**src/rtl/seq_divider_pkg.sv**
```systemverilog
// -----------------------------------------------------------------------------
// seq_divider_pkg
//   Shared definitions for the sequential restoring divider: default operand
//   widths and the controller state encoding.
// -----------------------------------------------------------------------------
package seq_divider_pkg;

  localparam int DW_DEFAULT = 8;  // dividend / quotient width
  localparam int VW_DEFAULT = 4;  // divisor / remainder width

  typedef enum logic [1:0] {
    ST_IDLE = 2'd0,
    ST_RUN  = 2'd1,
    ST_FIN  = 2'd2
  } state_t;

endpackage : seq_divider_pkg

```
**src/rtl/seq_divider_sub_stage.sv**
```systemverilog
// -----------------------------------------------------------------------------
// seq_divider_sub_stage
//   One restoring-division step: computes t - {1'b0, d} through a ripple
//   borrow chain of one-bit subtract cells. The same chain provides the
//   compare result: a clear borrow-out means t >= d.
//
// Ports:
//   t     in  VW+1  trial partial remainder
//   d     in  VW    divisor
//   diff  out VW+1  t - d (meaningful only when ge = 1)
//   ge    out 1     t >= d
// -----------------------------------------------------------------------------
module seq_divider_sub_stage #(
  parameter int VW = 4
) (
  input  logic [VW:0]   t,
  input  logic [VW-1:0] d,
  output logic [VW:0]   diff,
  output logic          ge
);

  logic [VW+1:0] borrow;
  logic [VW:0]   d_ext;

  assign d_ext     = {1'b0, d};
  assign borrow[0] = 1'b0;

  for (genvar i = 0; i <= VW; i++) begin : g_cell
    assign diff[i]     = t[i] ^ d_ext[i] ^ borrow[i];
    assign borrow[i+1] = (~t[i] & d_ext[i]) | (~(t[i] ^ d_ext[i]) & borrow[i]);
  end

  assign ge = ~borrow[VW+1];

endmodule : seq_divider_sub_stage

```
**src/rtl/seq_divider.sv**
```systemverilog
// -----------------------------------------------------------------------------
// seq_divider
//   Sequential restoring divider. An accepted start captures the operands,
//   then one quotient bit is produced per clock for DW clocks, followed by a
//   single FIN cycle that pulses done. A zero divisor skips the iterations
//   and reports div_by_zero with an all-ones quotient.
//
// Ports:
//   clk          in  1   rising-edge clock
//   rst          in  1   asynchronous, active-high reset
//   start        in  1   request pulse, honoured only in IDLE
//   dividend     in  DW  unsigned dividend, captured on accepted start
//   divisor      in  VW  unsigned divisor, captured on accepted start
//   busy         out 1   iterations in progress
//   done         out 1   one-cycle pulse; results valid from this cycle
//   quotient     out DW  unsigned quotient (held until the next done)
//   remainder    out VW  unsigned remainder (held until the next done)
//   div_by_zero  out 1   captured divisor was zero
// -----------------------------------------------------------------------------
module seq_divider
  import seq_divider_pkg::*;
#(
  parameter int DW = DW_DEFAULT,
  parameter int VW = VW_DEFAULT
) (
  input  logic          clk,
  input  logic          rst,
  input  logic          start,
  input  logic [DW-1:0] dividend,
  input  logic [VW-1:0] divisor,
  output logic          busy,
  output logic          done,
  output logic [DW-1:0] quotient,
  output logic [VW-1:0] remainder,
  output logic          div_by_zero
);

  localparam int CW = (DW > 1) ? $clog2(DW) : 1;

  state_t        state_q, state_d;
  logic [DW-1:0] q_q;       // dividend shifting out MSB-first, quotient in LSB
  logic [VW-1:0] d_q;       // captured divisor
  logic [VW:0]   r_q;       // partial remainder
  logic [CW-1:0] cnt_q;     // remaining iterations minus one

  logic          busy_q, done_q, dbz_q;
  logic [DW-1:0] quotient_q;
  logic [VW-1:0] remainder_q;

  logic [VW:0]   t_val;
  logic [VW:0]   sub_diff;
  logic          sub_ge;
  logic [VW:0]   r_next;
  logic [DW-1:0] q_next;

  // ---------------------------------------------------------------------------
  // Iteration datapath
  // ---------------------------------------------------------------------------
  assign t_val  = {r_q[VW-1:0], q_q[DW-1]};
  assign r_next = sub_ge ? sub_diff : t_val;
  assign q_next = {q_q[DW-2:0], sub_ge};

  seq_divider_sub_stage #(.VW(VW)) u_sub_stage (
    .t    (t_val),
    .d    (d_q),
    .diff (sub_diff),
    .ge   (sub_ge)
  );

  // ---------------------------------------------------------------------------
  // Next-state logic
  // ---------------------------------------------------------------------------
  always_comb begin
    // NOTE: default first so every path assigns state_d; otherwise a latch is inferred.
    state_d = state_q;
    unique case (state_q)
      ST_IDLE: if (start) state_d = (divisor == '0) ? ST_FIN : ST_RUN;
      ST_RUN:  if (cnt_q == '0) state_d = ST_FIN;
      ST_FIN:  state_d = ST_IDLE;
      default: state_d = ST_IDLE;
    endcase
  end

  // ---------------------------------------------------------------------------
  // State register and handshake flags. busy/done are registered from the
  // next state so they are clean flop outputs aligned with state_q.
  // ---------------------------------------------------------------------------
  always_ff @(posedge clk or posedge rst) begin
    if (rst) begin
      state_q <= ST_IDLE;
      busy_q  <= 1'b0;
      done_q  <= 1'b0;
    end else begin
      // NOTE: non-blocking assignments so every flop samples pre-edge values.
      state_q <= state_d;
      busy_q  <= (state_d == ST_RUN);
      done_q  <= (state_d == ST_FIN);
    end
  end

  // ---------------------------------------------------------------------------
  // Operand, iteration and result registers. Results are loaded on the edge
  // that enters FIN, so they are valid in the same cycle as done.
  // ---------------------------------------------------------------------------
  always_ff @(posedge clk or posedge rst) begin
    if (rst) begin
      // NOTE: every register here is a plain flop, so all of them are cleared.
      q_q         <= '0;
      d_q         <= '0;
      r_q         <= '0;
      cnt_q       <= '0;
      quotient_q  <= '0;
      remainder_q <= '0;
      dbz_q       <= 1'b0;
    end else begin
      unique case (state_q)
        ST_IDLE: begin
          if (start) begin
            q_q   <= dividend;
            d_q   <= divisor;
            r_q   <= '0;
            cnt_q <= CW'(DW - 1);
            if (divisor == '0) begin
              quotient_q  <= '1;
              remainder_q <= '0;
              dbz_q       <= 1'b1;
            end
          end
        end
        ST_RUN: begin
          q_q   <= q_next;
          r_q   <= r_next;
          cnt_q <= cnt_q - CW'(1);
          if (cnt_q == '0) begin
            quotient_q  <= q_next;
            remainder_q <= r_next[VW-1:0];
            dbz_q       <= 1'b0;
          end
        end
        default: ;
      endcase
    end
  end

  // The partial remainder stays below the divisor, so its top bit is only
  // headroom for the shifted trial value and must never be set.
  always @(posedge clk) begin
    if (!rst && state_q == ST_RUN) assert (r_q[VW] == 1'b0);
  end

  assign busy        = busy_q;
  assign done        = done_q;
  assign quotient    = quotient_q;
  assign remainder   = remainder_q;
  assign div_by_zero = dbz_q;

endmodule : seq_divider

```
**config.mk**
```make
export PLATFORM = sky130hd
export DESIGN_NAME = seq_divider
export DESIGN_NICKNAME = d
export VERILOG_FILES = /design/src/rtl/seq_divider_pkg.sv /design/src/rtl/seq_divider_sub_stage.sv /design/src/rtl/seq_divider.sv
export SDC_FILE = /design/constraint.sdc
export NUM_CORES = 1
export LEC_CHECK = 0
export CORE_MARGIN = 3
export CORE_UTILIZATION = 30
export CTS_BUF_LIST = sky130_fd_sc_hd__clkbuf_8
export CTS_CLUSTER_DIAMETER = 60
export CTS_CLUSTER_SIZE = 30
export DETAILED_ROUTE_END_ITERATION = 16
export DONT_BUFFER_PORTS = 1
export PLACE_DENSITY = 0.5
export SLEW_MARGIN = 5
export SYNTH_ARGS = -nofsm -noshare
export SYNTH_HDL_FRONTEND = slang
export SYNTH_HIERARCHICAL = 1
export SYNTH_SLANG_ARGS = --single-unit
```
**constraint.sdc**
```tcl
create_clock -name clk -period 2.83 [get_ports clk]
set_input_delay 0.7075 -clock clk [delete_from_list [all_inputs] [get_ports clk]]
set_output_delay 0.7075 -clock clk [all_outputs]
set_load 0.02 [all_outputs]
```
# After elaboration in Yosys (flattened, before gate mapping)
# Index checks and enable logic that the tools add are counted.
[word_totals] reg_bits=36 latch_bits=0 ramBits=0 romBits=0 in_bits=15 out_inout_bits=15 word_cells=74 mem_count=0
[op_classes] addsub=1 mul=0 div_mod_pow=0 magnitude_cmp=0 eq_ne=6 shift=0 muxes=23 n_bitwise=27 reduce_logical=7
[op_table] cell="two-way mux 8 bit" count=4
[op_table] cell="one-hot mux 8 bit (2 select lines)" count=2
[op_table] cell="two-way mux 4 bit" count=5
[op_table] cell="one-hot mux 4 bit (2 select lines)" count=2
[op_table] cell="inverter 1 bit" count=9
[op_table] cell="bitwise AND 1 bit" count=8
[op_table] cell="bitwise XOR 1 bit" count=7
[op_table] cell="two-way mux 2 bit" count=3
[op_table] cell="inequality test 2 bit (second input constant)" count=3
[op_table] cell="one-hot mux 3 bit (2 select lines)" count=1
[op_table] cell="equality test 2 x 1 -> 1 bit (second input constant)" count=2
[op_table] cell="zero test 4 bit" count=1
[op_table] cell="one-hot mux 2 bit (2 select lines)" count=1
[op_table] cell="AND reduction 2 bit" count=2
[op_table] cell="AND reduction 4 bit" count=1
[op_table] cell="zero test 3 bit" count=1
[op_table] cell="two-way mux 1 bit" count=3
[op_table] cell="two-way mux 3 bit" count=1
[op_table] cell="OR 1 bit" count=3
[op_table] cell="subtractor 3 x 1 -> 3 bit (second input constant)" count=1
[op_table] cell="equality test 2 bit (second input constant)" count=1
[op_table] cell="zero test 2 bit" count=1
[op_table] cell="one-hot mux 1 bit (2 select lines)" count=1
[op_table] cell="nonzero test 2 bit" count=1

# Logic depth before layout (Yosys ltp)
[logic_depth] ltp_word=12 depth_mapped=12 mapped_depth_nobuf=11

# Modules after synthesis
# The synthesis kept the hierarchy.
[modules_own_cells] mod="seq_divider" n_inst=1 cells_per_inst=145 area_per_inst_um2=1554.0 seq_area_each_um2=900.9
[modules_own_cells] mod="seq_divider_sub_stage" n_inst=1 cells_per_inst=17 area_per_inst_um2=130.1 seq_area_each_um2=0.0

# Worst setup path after synthesis
# No wires, ideal clock.
[synth_timing] path_type="reg-to-reg" from="register q_q[7]" to="register remainder_q[1] (netlist: remainder[1])" setup_ps=131 arrival_ps=2337 required_time_ps=2699 path_slack_ps=362 path_stages_with_launch=13 path_buffers=1 synth_period_minus_slack_ps=2468 cell_sequence="dfrtp_1 -> inv_1 -> ha_1 -> inv_1 -> fa_1 -> inv_1 -> fa_1 -> fa_1 -> ha_1 -> inv_1 -> clkbuf_1 -> mux2i_1 -> o22ai_1"
[synth_via] elab_chain_cells=12 elab_cells_between_ends=13 classes_between="mux (3); bitwise (10)"
[synth_rtl] item="from (decl)" line="seq_divider.sv:41" source="logic [DW-1:0] q_q;"
[synth_rtl] item="from (signal assigned)" line="seq_divider.sv:119" source="q_q <= dividend;"
[synth_rtl] item="from (signal assigned)" line="seq_divider.sv:131" source="q_q <= q_next;"
[synth_rtl] item="inverter 1 bit *" line="seq_divider_sub_stage.sv:30" source="assign borrow[i+1] = (~t[i] & d_ext[i]) | (~(t[i] ^ d_ext[i]) & borrow[i]);"
[synth_rtl] item="bitwise AND 1 bit *" line="seq_divider_sub_stage.sv:30"
[synth_rtl] item="bitwise AND 1 bit" line="seq_divider_sub_stage.sv:30"
[synth_rtl] item="OR 1 bit" line="seq_divider_sub_stage.sv:30"
[synth_rtl] item="bitwise AND 1 bit" line="seq_divider_sub_stage.sv:30"
[synth_rtl] item="OR 1 bit" line="seq_divider_sub_stage.sv:30"
[synth_rtl] item="bitwise AND 1 bit" line="seq_divider_sub_stage.sv:30"
[synth_rtl] item="OR 1 bit" line="seq_divider_sub_stage.sv:30"
[synth_rtl] item="bitwise AND 1 bit" line="seq_divider_sub_stage.sv:30"
[synth_rtl] item="two-way mux 4 bit *" line="seq_divider.sv:60" source="assign r_next = sub_ge ? sub_diff : t_val;"
[synth_rtl] item="two-way mux 4 bit *" line="seq_divider.sv:134" source="if (cnt_q == '0) begin"
[synth_rtl] item="one-hot mux 4 bit (2 select lines) *" line="seq_divider.sv:116" source="unique case (state_q)"
[synth_rtl] item="to (signal assigned)" line="seq_divider.sv:136" source="remainder_q <= r_next[VW-1:0];"
[synth_rtl] item="to (decl)" line="seq_divider.sv:48" source="logic [VW-1:0] remainder_q;"
# Every way passes the cells marked *; elsewhere a longest branch is shown, timed or not. The select of a mux whose other input is x is not followed.
# A chain may end at the register's enable or synchronous reset.

# Worst setup path after layout
# Ends and elaborated chain as after synthesis.

==> run metrics <==
routed wire length 3.530 mm; Setup Fix Bufs, Post-CTS 0; Yosys warning count 6; floorplan row count 26; Tot Pwr 2371 µW; Max-cap violations 0; first-pass GRT wire length 5.913 mm; Final Skew 0.007403 ns; clock root cell clkbuf_8; 1st-iter DRT viols 41; status complete, no violations; Worst Tran Pin Value 0.5881 ns; hold buffers post-CTS 0; Max Fclk 0.3831 GHz; post-CTS resize count 0; Starting Density 31.89%; layout cells sized above 1 11.73%; IO Port Bufs 0; CP required 2.98 ns; fin nets 183; Mapped Cells 161; DRC viols 0; Clock Tree Buf Depth 2; post-synthesis instance area 0.001680 mm²; Cell Pwr Density 1295 mW/mm²; H-tree levels 2; WS Path Type flop to flop; Worst setup SP type flop; Sum Neg Setup Slack 0 ns; total global routing overflow 0; CP Max Fanout 6; Chip Width 80.84 µm; number of global-route vias before repair 1,189; Final Cell Area 0.001831 mm²; Hold WC Path Type primary input to async pin; Finish-stage setup viols 0; Worst-Skew Late Latency 0.29 ns; Num CTS Buffers 5; DP Area 0.001723 mm²; via/cell ratio 4.728; Syn-to-layout area delta 8.935%; RSZ-0062 raised after global routing no; total number of vias 1,097; CTS clk-pin slew, worst paths 0.08 ns; wire per inst 15.22 µm; post-synth net total 183; drt first pass iters 4; VDD IR max 0.4414 mV; post-layout minimum cycle time 2.610 ns; I/O pin count 30; final worst slack 0.2199 ns; CP Data Arrival Time 2.76 ns; Worst Setup End Kind flop; die height 80.84 µm; Placer Congestion 0.7759; Slew Viols, Final 0; CTS tree yes; Antenna Cells 0; Routed Antenna Nets 0; initial antenna violation count 0; max_slew headroom 60.71%; largest net degree at the start of global routing 37; Fin. Hold Viols 0; core region area 0.005270 mm²; Mean Syn Cell Area 10.44 µm²; # fillers 560; CTS sink count 36; LEAKAGE 0.0008418 µW; GRT Total Usage 12.22%; HPWL after detailed placement 2.479 mm; area of the die 0.006535 mm²; final critical-path share of the clock period 92.23%; Post-Place Worst Slack 0.2271 ns
layout make-up:
| class | instances | area (µm²) | area share [%] |
|---|---|---|---|
| Tap cell | 70 | 87.58 | 4.785 |
| Clock inverter | 3 | 38.79 | 2.119 |
| Sequential cell | 36 | 900.9 | 49.21 |
| Multi-Input combinational cell | 100 | 659.4 | 36.02 |
| Timing Repair Buffer | 2 | 15.01 | 0.8202 |
| Clock buffer | 5 | 68.82 | 3.759 |
| Inverter | 16 | 60.06 | 3.281 |
worst max-delay path: stages, from the launching register on:
cell     delay [ns]
dfrtp_1        0.37
inv_1          0.05
ha_1           0.19
inv_1          0.06
fa_1           0.15
inv_1          0.05
fa_1           0.37
fa_1           0.38
ha_1           0.19
inv_1          0.21
mux2i_1        0.31
o22ai_1        0.13
stage by stage:
stage	utilization [%]	std cells	hold slack (ns)
final	34.73	232	0.4105
after detailed placement	32.69	224	0.4988
after CTS	34.73	232	0.4158
after global routing	34.73	232	0.4322
after floorplan	-	161	0.4601
after global placement	32.69	224	0.4865
routing by layer:
| layer | global-route usage, % | routed length [µm] | part of all wire (%) | up-vias |
|---|---|---|---|---|
| li1 | - | - | - | 541 |
| met1 | 14.95 | 1578 | 45 | 519 |
| met2 | 18.80 | 1620 | 46 | 29 |
| met3 | 4.656 | 264 | 7.5 | 8 |
| met4 | 6.081 | 67 | 1.9 | 0 |
| met5 | 0 | 0 | 0 | - |
final timing paths:
path / from / end / cells after the start / slack [ns]
min reg2reg: cnt_q[0]$_DFFE_PP0P_ / cnt_q[0]$_DFFE_PP0P_ / 1 / 0.51
max reg2reg: q_q[7]$_DFFE_PP0P_ / remainder[1]$_DFFE_PP0P_ / 11 / 0.22
min: rst / q_q[2]$_DFFE_PP0P_ / 2 / 0.41
max: q_q[7]$_DFFE_PP0P_ / remainder[1]$_DFFE_PP0P_ / 11 / 0.22
max in group asynchronous: rst / r_q[3]$_DFFE_PP0P_ / 2 / 2.09
min in group clk: cnt_q[0]$_DFFE_PP0P_ / cnt_q[0]$_DFFE_PP0P_ / 1 / 0.51
placed cells by master, fill, tap and decap left out, drive strengths merged, types with 5 or more instances in the layout:
cell type  instances
a21oi              8
a22oi              8
clkbuf             5
dfrtp             36
inv               17
nand2             23
nor2              16
o21ai             11
o22ai             10
sequential cells by signal, indices dropped and copies added, names as in the netlist:
signal,cells
quotient,8
div_by_zero,1
busy,1
r_q,4
done,1
cnt_q,3
d_q,4
remainder,4
state_q,2
q_q,8
report_power, final:
part           internal, µW  switching [µW]  total [µW]  leakage [µW]
registers               762             322        1080      0.000429
logic                   378             465         843      0.000353
clock network           258             187         445     0.0000593
total                  1400             974        2370      0.000842
Power figures use the tool's default switching activity.
